File: config.mk
export PLATFORM = sky130hd
export DESIGN_NAME = pipelined_addsub_flat
export DESIGN_NICKNAME = d
export VERILOG_FILES = /design/src/rtl/pipelined_addsub_if.sv /design/src/rtl/pipelined_addsub.sv /design/src/flat_wrapper.sv
export SDC_FILE = /design/constraint.sdc
export NUM_CORES = 1
export LEC_CHECK = 0
export ABC_AREA = 1
export ABC_CLOCK_PERIOD_IN_PS = 6800
export BUFFER_PORTS_ARGS = -buffer_cell sky130_fd_sc_hd__buf_4
export CAP_MARGIN = 25
export CORE_MARGIN = 2
export CORE_UTILIZATION = 58
export DETAILED_ROUTE_END_ITERATION = 16
export PLACE_DENSITY = 0.79
export SETUP_SLACK_MARGIN = 0.5
export SLEW_MARGIN = 25
export SYNTH_ARGS = -nofsm -noshare
export SYNTH_HDL_FRONTEND = slang
export SYNTH_SLANG_ARGS = --single-unit
File: constraint.sdc
create_clock -name clk -period 6.8 [get_ports clk]
set_clock_uncertainty 0.15 [all_clocks]
set_input_delay 1.36 -clock clk [delete_from_list [all_inputs] [get_ports clk]]
set_output_delay 1.36 -clock clk [all_outputs]
set_load 0.02 [all_outputs]
File: src/rtl/pipelined_addsub_if.sv
// Valid/ready operand and result bundle for pipelined_addsub.
// master = producer of operands and consumer of results; slave = the adder.
interface pipelined_addsub_if #(
    parameter int WIDTH = 32
);
    logic             in_valid;
    logic             in_ready;
    logic [WIDTH-1:0] a;
    logic [WIDTH-1:0] b;
    logic [1:0]       op;
    logic             cin;
    logic             out_valid;
    logic             out_ready;
    logic [WIDTH-1:0] sum;
    logic             cout;
    logic             ovf;
    logic             zero;
    logic             neg;

    modport master (
        output in_valid, a, b, op, cin, out_ready,
        input  in_ready, out_valid, sum, cout, ovf, zero, neg
    );

    modport slave (
        input  in_valid, a, b, op, cin, out_ready,
        output in_ready, out_valid, sum, cout, ovf, zero, neg
    );
endinterface

File: src/rtl/pipelined_addsub.sv
// Pipelined adder/subtractor: carry chain cut into STAGES segments, one per register stage.
// Global-stall valid/ready pipe with registered sum and ALU flags (cout, ovf, zero, neg).
module pipelined_addsub #(
    parameter int WIDTH  = 32,
    parameter int STAGES = 4
) (
    input  logic              clk,
    input  logic              reset,
    pipelined_addsub_if.slave bus
);
    localparam int SEG  = WIDTH / STAGES;
    localparam int MSB  = WIDTH - 1;
    localparam int LAST = STAGES - 1;

    logic             adv;
    logic             c0;
    logic             c_msb;

    // Stage k holds operands plus the result segments below segment k.
    logic             pv [STAGES];
    logic [WIDTH-1:0] pa [STAGES];
    logic [WIDTH-1:0] pb [STAGES];
    logic [WIDTH-1:0] ps [STAGES];
    logic             pc [STAGES];
    logic             pz [STAGES];

    logic [SEG:0]     seg [STAGES];
    logic [WIDTH-1:0] ns  [STAGES];
    logic             nz  [STAGES];

    logic             out_valid_q;
    logic [WIDTH-1:0] sum_q;
    logic             cout_q;
    logic             ovf_q;
    logic             zero_q;
    logic             neg_q;

    assign adv          = !out_valid_q || bus.out_ready;
    assign bus.in_ready = adv || reset;
    assign bus.out_valid = out_valid_q;
    assign bus.sum      = sum_q;
    assign bus.cout     = cout_q;
    assign bus.ovf      = ovf_q;
    assign bus.zero     = zero_q;
    assign bus.neg      = neg_q;

    always_comb begin
        c0 = bus.cin;
        case (bus.op)
            2'b00:   c0 = 1'b0;
            2'b01:   c0 = 1'b1;
            default: c0 = bus.cin;
        endcase
    end

    always_comb begin
        for (int k = 0; k < STAGES; k++) begin
            seg[k] = {1'b0, pa[k][k*SEG +: SEG]} + {1'b0, pb[k][k*SEG +: SEG]}
                   + {{SEG{1'b0}}, pc[k]};
            ns[k]  = ps[k];
            ns[k][k*SEG +: SEG] = seg[k][SEG-1:0];
            nz[k]  = pz[k] & (seg[k][SEG-1:0] == '0);
        end
    end

    // Carry into the MSB recovered from the sum bit and its two operand bits.
    assign c_msb = pa[LAST][MSB] ^ pb[LAST][MSB] ^ ns[LAST][MSB];

    always_ff @(posedge clk) begin
        if (reset) begin
            for (int k = 0; k < STAGES; k++) pv[k] <= 1'b0;
            out_valid_q <= 1'b0;
            sum_q       <= '0;
            cout_q      <= 1'b0;
            ovf_q       <= 1'b0;
            zero_q      <= 1'b0;
            neg_q       <= 1'b0;
        end else if (adv) begin
            pv[0] <= bus.in_valid;
            for (int k = 1; k < STAGES; k++) pv[k] <= pv[k-1];
            out_valid_q <= pv[LAST];
            if (pv[LAST]) begin
                sum_q  <= ns[LAST];
                cout_q <= seg[LAST][SEG];
                ovf_q  <= c_msb ^ seg[LAST][SEG];
                zero_q <= nz[LAST];
                neg_q  <= ns[LAST][MSB];
            end
        end
    end

    always_ff @(posedge clk) begin
        if (adv) begin
            pa[0] <= bus.a;
            pb[0] <= bus.op[0] ? ~bus.b : bus.b;
            pc[0] <= c0;
            ps[0] <= '0;
            pz[0] <= 1'b1;
            for (int k = 1; k < STAGES; k++) begin
                pa[k] <= pa[k-1];
                pb[k] <= pb[k-1];
                ps[k] <= ns[k-1];
                pc[k] <= seg[k-1][SEG];
                pz[k] <= nz[k-1];
            end
        end
    end
endmodule
File: src/flat_wrapper.sv
// flat-port wrapper written by rule: the top's interface ports become plain ports
module pipelined_addsub_flat 
#(
    parameter int WIDTH  = 32,
    parameter int STAGES = 4
)
  (clk, reset, bus_in_valid, bus_a, bus_b, bus_op, bus_cin, bus_out_ready, bus_in_ready, bus_out_valid, bus_sum, bus_cout, bus_ovf, bus_zero, bus_neg);
  pipelined_addsub_if #(.WIDTH(WIDTH)) bus_i ();
  input  logic clk;
  input  logic reset;
  input wire logic [$bits(bus_i.in_valid)-1:0] bus_in_valid;
  input wire logic [$bits(bus_i.a)-1:0] bus_a;
  input wire logic [$bits(bus_i.b)-1:0] bus_b;
  input wire logic [$bits(bus_i.op)-1:0] bus_op;
  input wire logic [$bits(bus_i.cin)-1:0] bus_cin;
  input wire logic [$bits(bus_i.out_ready)-1:0] bus_out_ready;
  output wire logic [$bits(bus_i.in_ready)-1:0] bus_in_ready;
  output wire logic [$bits(bus_i.out_valid)-1:0] bus_out_valid;
  output wire logic [$bits(bus_i.sum)-1:0] bus_sum;
  output wire logic [$bits(bus_i.cout)-1:0] bus_cout;
  output wire logic [$bits(bus_i.ovf)-1:0] bus_ovf;
  output wire logic [$bits(bus_i.zero)-1:0] bus_zero;
  output wire logic [$bits(bus_i.neg)-1:0] bus_neg;
  assign bus_i.in_valid = bus_in_valid;
  assign bus_i.a = bus_a;
  assign bus_i.b = bus_b;
  assign bus_i.op = bus_op;
  assign bus_i.cin = bus_cin;
  assign bus_i.out_ready = bus_out_ready;
  assign bus_in_ready = bus_i.in_ready;
  assign bus_out_valid = bus_i.out_valid;
  assign bus_sum = bus_i.sum;
  assign bus_cout = bus_i.cout;
  assign bus_ovf = bus_i.ovf;
  assign bus_zero = bus_i.zero;
  assign bus_neg = bus_i.neg;
  pipelined_addsub #(.WIDTH(WIDTH), .STAGES(STAGES)) u_core (.clk(clk), .reset(reset), .bus(bus_i));
endmodule
# [Word-level counts from Yosys, hierarchy flattened]
# Memory sizes are Yosys's and may differ from the RTL's. A register that Yosys moved wholly into a read port is not among the register bits.
# Cells that the tools add are included.
[totals] reg_bits=37 ram_bits=396 memories=6
[classes] n_addsub=8 n_eq_ne=1 n_mux=12 bitwise_logic=12 reduce_logical=9
[memory_table] memory="u_core.pa" words=4 word_bits=32 rd=4 rd_clocked_by_memory_dff=0 wr=4 line_no="pipelined_addsub.sv:21" text="logic [WIDTH-1:0] pa [STAGES];"
[memory_table] memory="u_core.pb" words=4 word_bits=32 rd=4 rd_clocked_by_memory_dff=0 wr=4 line_no="pipelined_addsub.sv:22" text="logic [WIDTH-1:0] pb [STAGES];"
[memory_table] memory="u_core.ps" words=4 word_bits=32 rd=4 rd_clocked_by_memory_dff=1 wr=4 line_no="pipelined_addsub.sv:23" text="logic [WIDTH-1:0] ps [STAGES];"
[memory_table] memory="u_core.pc" words=4 word_bits=1 rd=4 rd_clocked_by_memory_dff=0 wr=4 line_no="pipelined_addsub.sv:24" text="logic pc [STAGES];"
[memory_table] memory="u_core.pv" words=4 word_bits=1 rd=4 rd_clocked_by_memory_dff=0 wr=4 line_no="pipelined_addsub.sv:20" text="logic pv [STAGES];"
[memory_table] memory="u_core.pz" words=4 word_bits=1 rd=4 rd_clocked_by_memory_dff=0 wr=4 line_no="pipelined_addsub.sv:25" text="logic pz [STAGES];"
[ops] cell="adder 8 x 8 -> 9 bit" n=4
[ops] cell="adder 9 x 1 -> 9 bit" n=4
[ops] cell="zero test 8 bit" n=4
[ops] cell="two-way mux 32 bit" n=1
[ops] cell="inverter 32 bit" n=1
[ops] cell="two-way mux 1 bit" n=10
[ops] cell="bitwise AND 1 bit" n=4
[ops] cell="OR 1 bit" n=4
[ops] cell="bitwise XOR 1 bit" n=3
[ops] cell="== test 2 x 1 -> 1 bit, second input constant" n=1
[ops] cell="zero test 2 bit" n=1
[ops] cell="logical OR 1 bit" n=2
[ops] cell="case mux 1 bit (2 select lines)" n=1
[ops] cell="AND reduction 2 bit" n=1
[ops] cell="zero test 1 bit" n=1

# [Logic depth before layout (Yosys ltp)]
[logic_depth] ltp_word=6 ltp_mapped=12

# [Worst setup path after synthesis]
# No wires, ideal clock.
[synth_timing] path_kind="input -> output" from="input port bus_out_ready" to="output port bus_in_ready" arrival_ns=4.580 t_required_ns=5.290 slack_ns=0.710 stages=4 n_path_buf=0 cell_sequence="inv_1 nand2_2 inv_2 nand2_1"
[synth_via] elab_chain_len=2
[synth_rtl] element="start, declared" line_no="flat_wrapper.sv:16" text="input wire logic [$bits(bus_i.out_ready)-1:0] bus_out_ready;"
[synth_rtl] element="logical OR 1 bit" line_no="pipelined_addsub.sv:38" text="assign adv = !out_valid_q || bus.out_ready;"
[synth_rtl] element="logical OR 1 bit" line_no="pipelined_addsub.sv:39" text="assign bus.in_ready = adv || reset;"
[synth_rtl] element="end, declared" line_no="flat_wrapper.sv:17" text="output wire logic [$bits(bus_i.in_ready)-1:0] bus_in_ready;"
# Every way passes these cells.

# [Final worst setup path]
# Same ends and word-level chain as after synthesis.

==> results.yml <==
clock_tree:
  cts_tree: "done"
  clock_sinks: 256
  cts_setup_buffers: 0
  insertion_delay_ns: 0.51
  cts_buffer_depth: 3
  cts_buffers: 25
  ctsHtreeMaxLevel: 1
  postCtsHoldBufs: 0
  cts_resized: 0
  clk_pin_slew_ns: 0.06
  cts_root_buf: "clkbuf_16"
routing:
  drtIter0Drc: 485
  ant_nets: 0
  dr.pass1.iters: 5
  detailroute.via_count: 5350
  viasPerCell: 5.154
  drc: 0
  routed_wl_mm: 15.72
  wl_per_cell_um: 15.15
run:
  maxCapViolations: 0
sta:
  worst_slack_ns: 2.482
  finalCriticalPeriod_ns: 4.318
  hold_ws_ns: 0.2644
  setup_viol: 0
  rsz0062_at_grt: "no"
  tightest_slew_ns: 0.9697
  fmax_ghz: 0.2316
  maxSlewViolCount: 0
  slew_headroom_pct: 35.36
  fin_crit_sh_pct: 63.50
  tns_ns: 0
  hold_viol: 0
placed_design:
  place.gp.congestion: 0.8357
  dp_slack_ns: 2.413
  dp_cells: 993
  io_buffer_count: 108
  hpwlAfterDp_mm: 10.53
die:
  dieArea_um2: 17870
  die_h_um: 133.7
  floorplan.initialDensity_pct: 59.01
  core_area_um2: 16520
  ios: 109
  rows: 47
  fp.dieW_um: 133.7
layout:
  layout_common_cells: "219 x edfxtp_1, 108 x buf_4, 76 x nand2_1"
  stdcell_count: 1038
  nets: 907
  final_core_util_pct: 69.93
  antenna-diode-count: 0
  final_common_cell: "edfxtp_1"
  drive_gt1_share_pct: 18.83
  areaGrowthSynthToFinish_pct: 18.49
synthesis:
  synth_nets: 785
  synth-edff-count: 219
  synth.distinct_cells: 32
  syn_area_per_cell_um2: 14.38
  synth-seq-area-share_pct: 75.03
  yosysWarningCount: 0
  synthCells: 678
  netlist_area_um2: 9752
  ys.flop_type: "edfxtp_1"
  synthArstFlopShare_pct: 0
  yosys_register_bits: 256
worst_setup_path:
  path_class: "primary input to primary output"
  worst_setup_path_end_kind: "primary output"
  startpoint_type: "primary input"
  cp_slowest_cell: "nand2_8"
  critPathBufInv: 4
  required_ns: 5.29
  crit_arrival_ns: 2.81
  max_stage_delay_ns: 0.48
  crit_path_max_fanout: 134
  critical_path.most_common_cell: "buf_4"
  path_cells: "buf_4, inv_1, nand2_8, inv_2, nand2_1, buf_4"
  crit_family: "buffers and inverters"
outcome:
  status: "completed"
global_route:
  grt_pass1_wl_mm: 25.42
  grt_max_degree: 135
  grt-ovfl-total: 0
  antenna_found_initial: 0
  gr-usage-all-layers_pct: 18.15
  first_global_vias: 5431
power:
  p_leak_uw: 0.004926
  ir_drop_uv: 209.2
  powerDensity_nw_per_um2: 318.4
worst_hold_path:
  hp-class: "flop to flop"
## cell usage after synthesis, types with 5 or more instances
library cell | n | share of area [%]
a21oi_1 | 25 | 1.3
buf_2 | 7 | 0.36
clkbuf_1 | 6 | 0.23
dfxtp_1 | 37 | 7.6
edfxtp_1 | 219 | 67
fa_1 | 8 | 1.6
ha_1 | 28 | 3.6
inv_1 | 64 | 2.5
nand2_1 | 76 | 2.9
nand3_1 | 29 | 1.5
nand4_1 | 6 | 0.38
nor2_1 | 68 | 2.6
o211ai_1 | 5 | 0.38
o21ai_0 | 28 | 1.4
xor2_1 | 37 | 3.3
## flip-flops by register name, summed over array words and instances (netlist names), 4 cells and up
| signal | count |
|---|---|
| u_core.pb | 80 |
| u_core.pz | 4 |
| u_core.pa | 80 |
| u_core.bus.sum | 32 |
| u_core.ps | 48 |
| u_core.pc | 4 |
| u_core.pv | 4 |
## through the flow
stage          area [um2]  total power, uW
2_1_floorplan        9752             2299
3_3_place_gp        10790             2401
3_5_place_dp        10790             2439
4_1_cts             11550             3705
5_1_grt             11550             3843
6_report            11550             3679
## per-layer routing
| metal | vias up | track usage [%] | wire length [um] |
|---|---|---|---|
| met4 | 0 | 7.388 | 548 |
| li1 | 2613 | - | - |
| met1 | 2521 | 21.17 | 5928 |
| met2 | 171 | 32.93 | 8323 |
| met5 | - | 0 | 0 |
| met3 | 45 | 3.653 | 920 |
## kinds of logic (layout without fill, tap and decap cells)
| logic type | Yosys count | in the layout | share of synthesized area, % |
|---|---|---|---|
| buffers and inverters | 80 | 220 | 3.208 |
| xor gates and xnor gates | 42 | 42 | 3.849 |
| AOI/OAI and AO/OA | 64 | 64 | 3.580 |
| adders and majority gates | 36 | 36 | 5.235 |
| DFF | 256 | 256 | 75.03 |
| muxes | 1 | 1 | 0.1155 |
| and+or+nand+nor | 199 | 199 | 8.981 |
## worst paths after layout
path	from	to	slack, ns	cells after the start
setup reg to reg	u_core.bus.out_valid	u_core.bus.cout	3.98	6
setup / recovery	bus_out_ready	bus_in_ready	2.48	6
hold / removal	u_core.pa[0][11]	u_core.pa[1][11]	0.26	0
hold reg to reg	u_core.pa[0][11]	u_core.pa[1][11]	0.26	0
## power by group
part | total (uW) | switching, uW | leakage, uW | internal (uW)
registers | 2030 | 69.4 | 0.00263 | 1960
clock network | 1270 | 523 | 0.000369 | 746
logic | 379 | 225 | 0.00193 | 154
## area by class of cell
| type | instances | area, um2 |
|---|---|---|
| clock inverter | 14 | 108.9 |
| clock buffer | 31 | 648.1 |
| inverter | 66 | 247.7 |
| fill | 1066 | 4970 |
| tap | 220 | 275.3 |
| multi-input combinational | 342 | 2136 |
| sequential | 256 | 7317 |
| timing repair buffer | 109 | 822.0 |
Note: power is estimated with default switching activity, not from simulation.
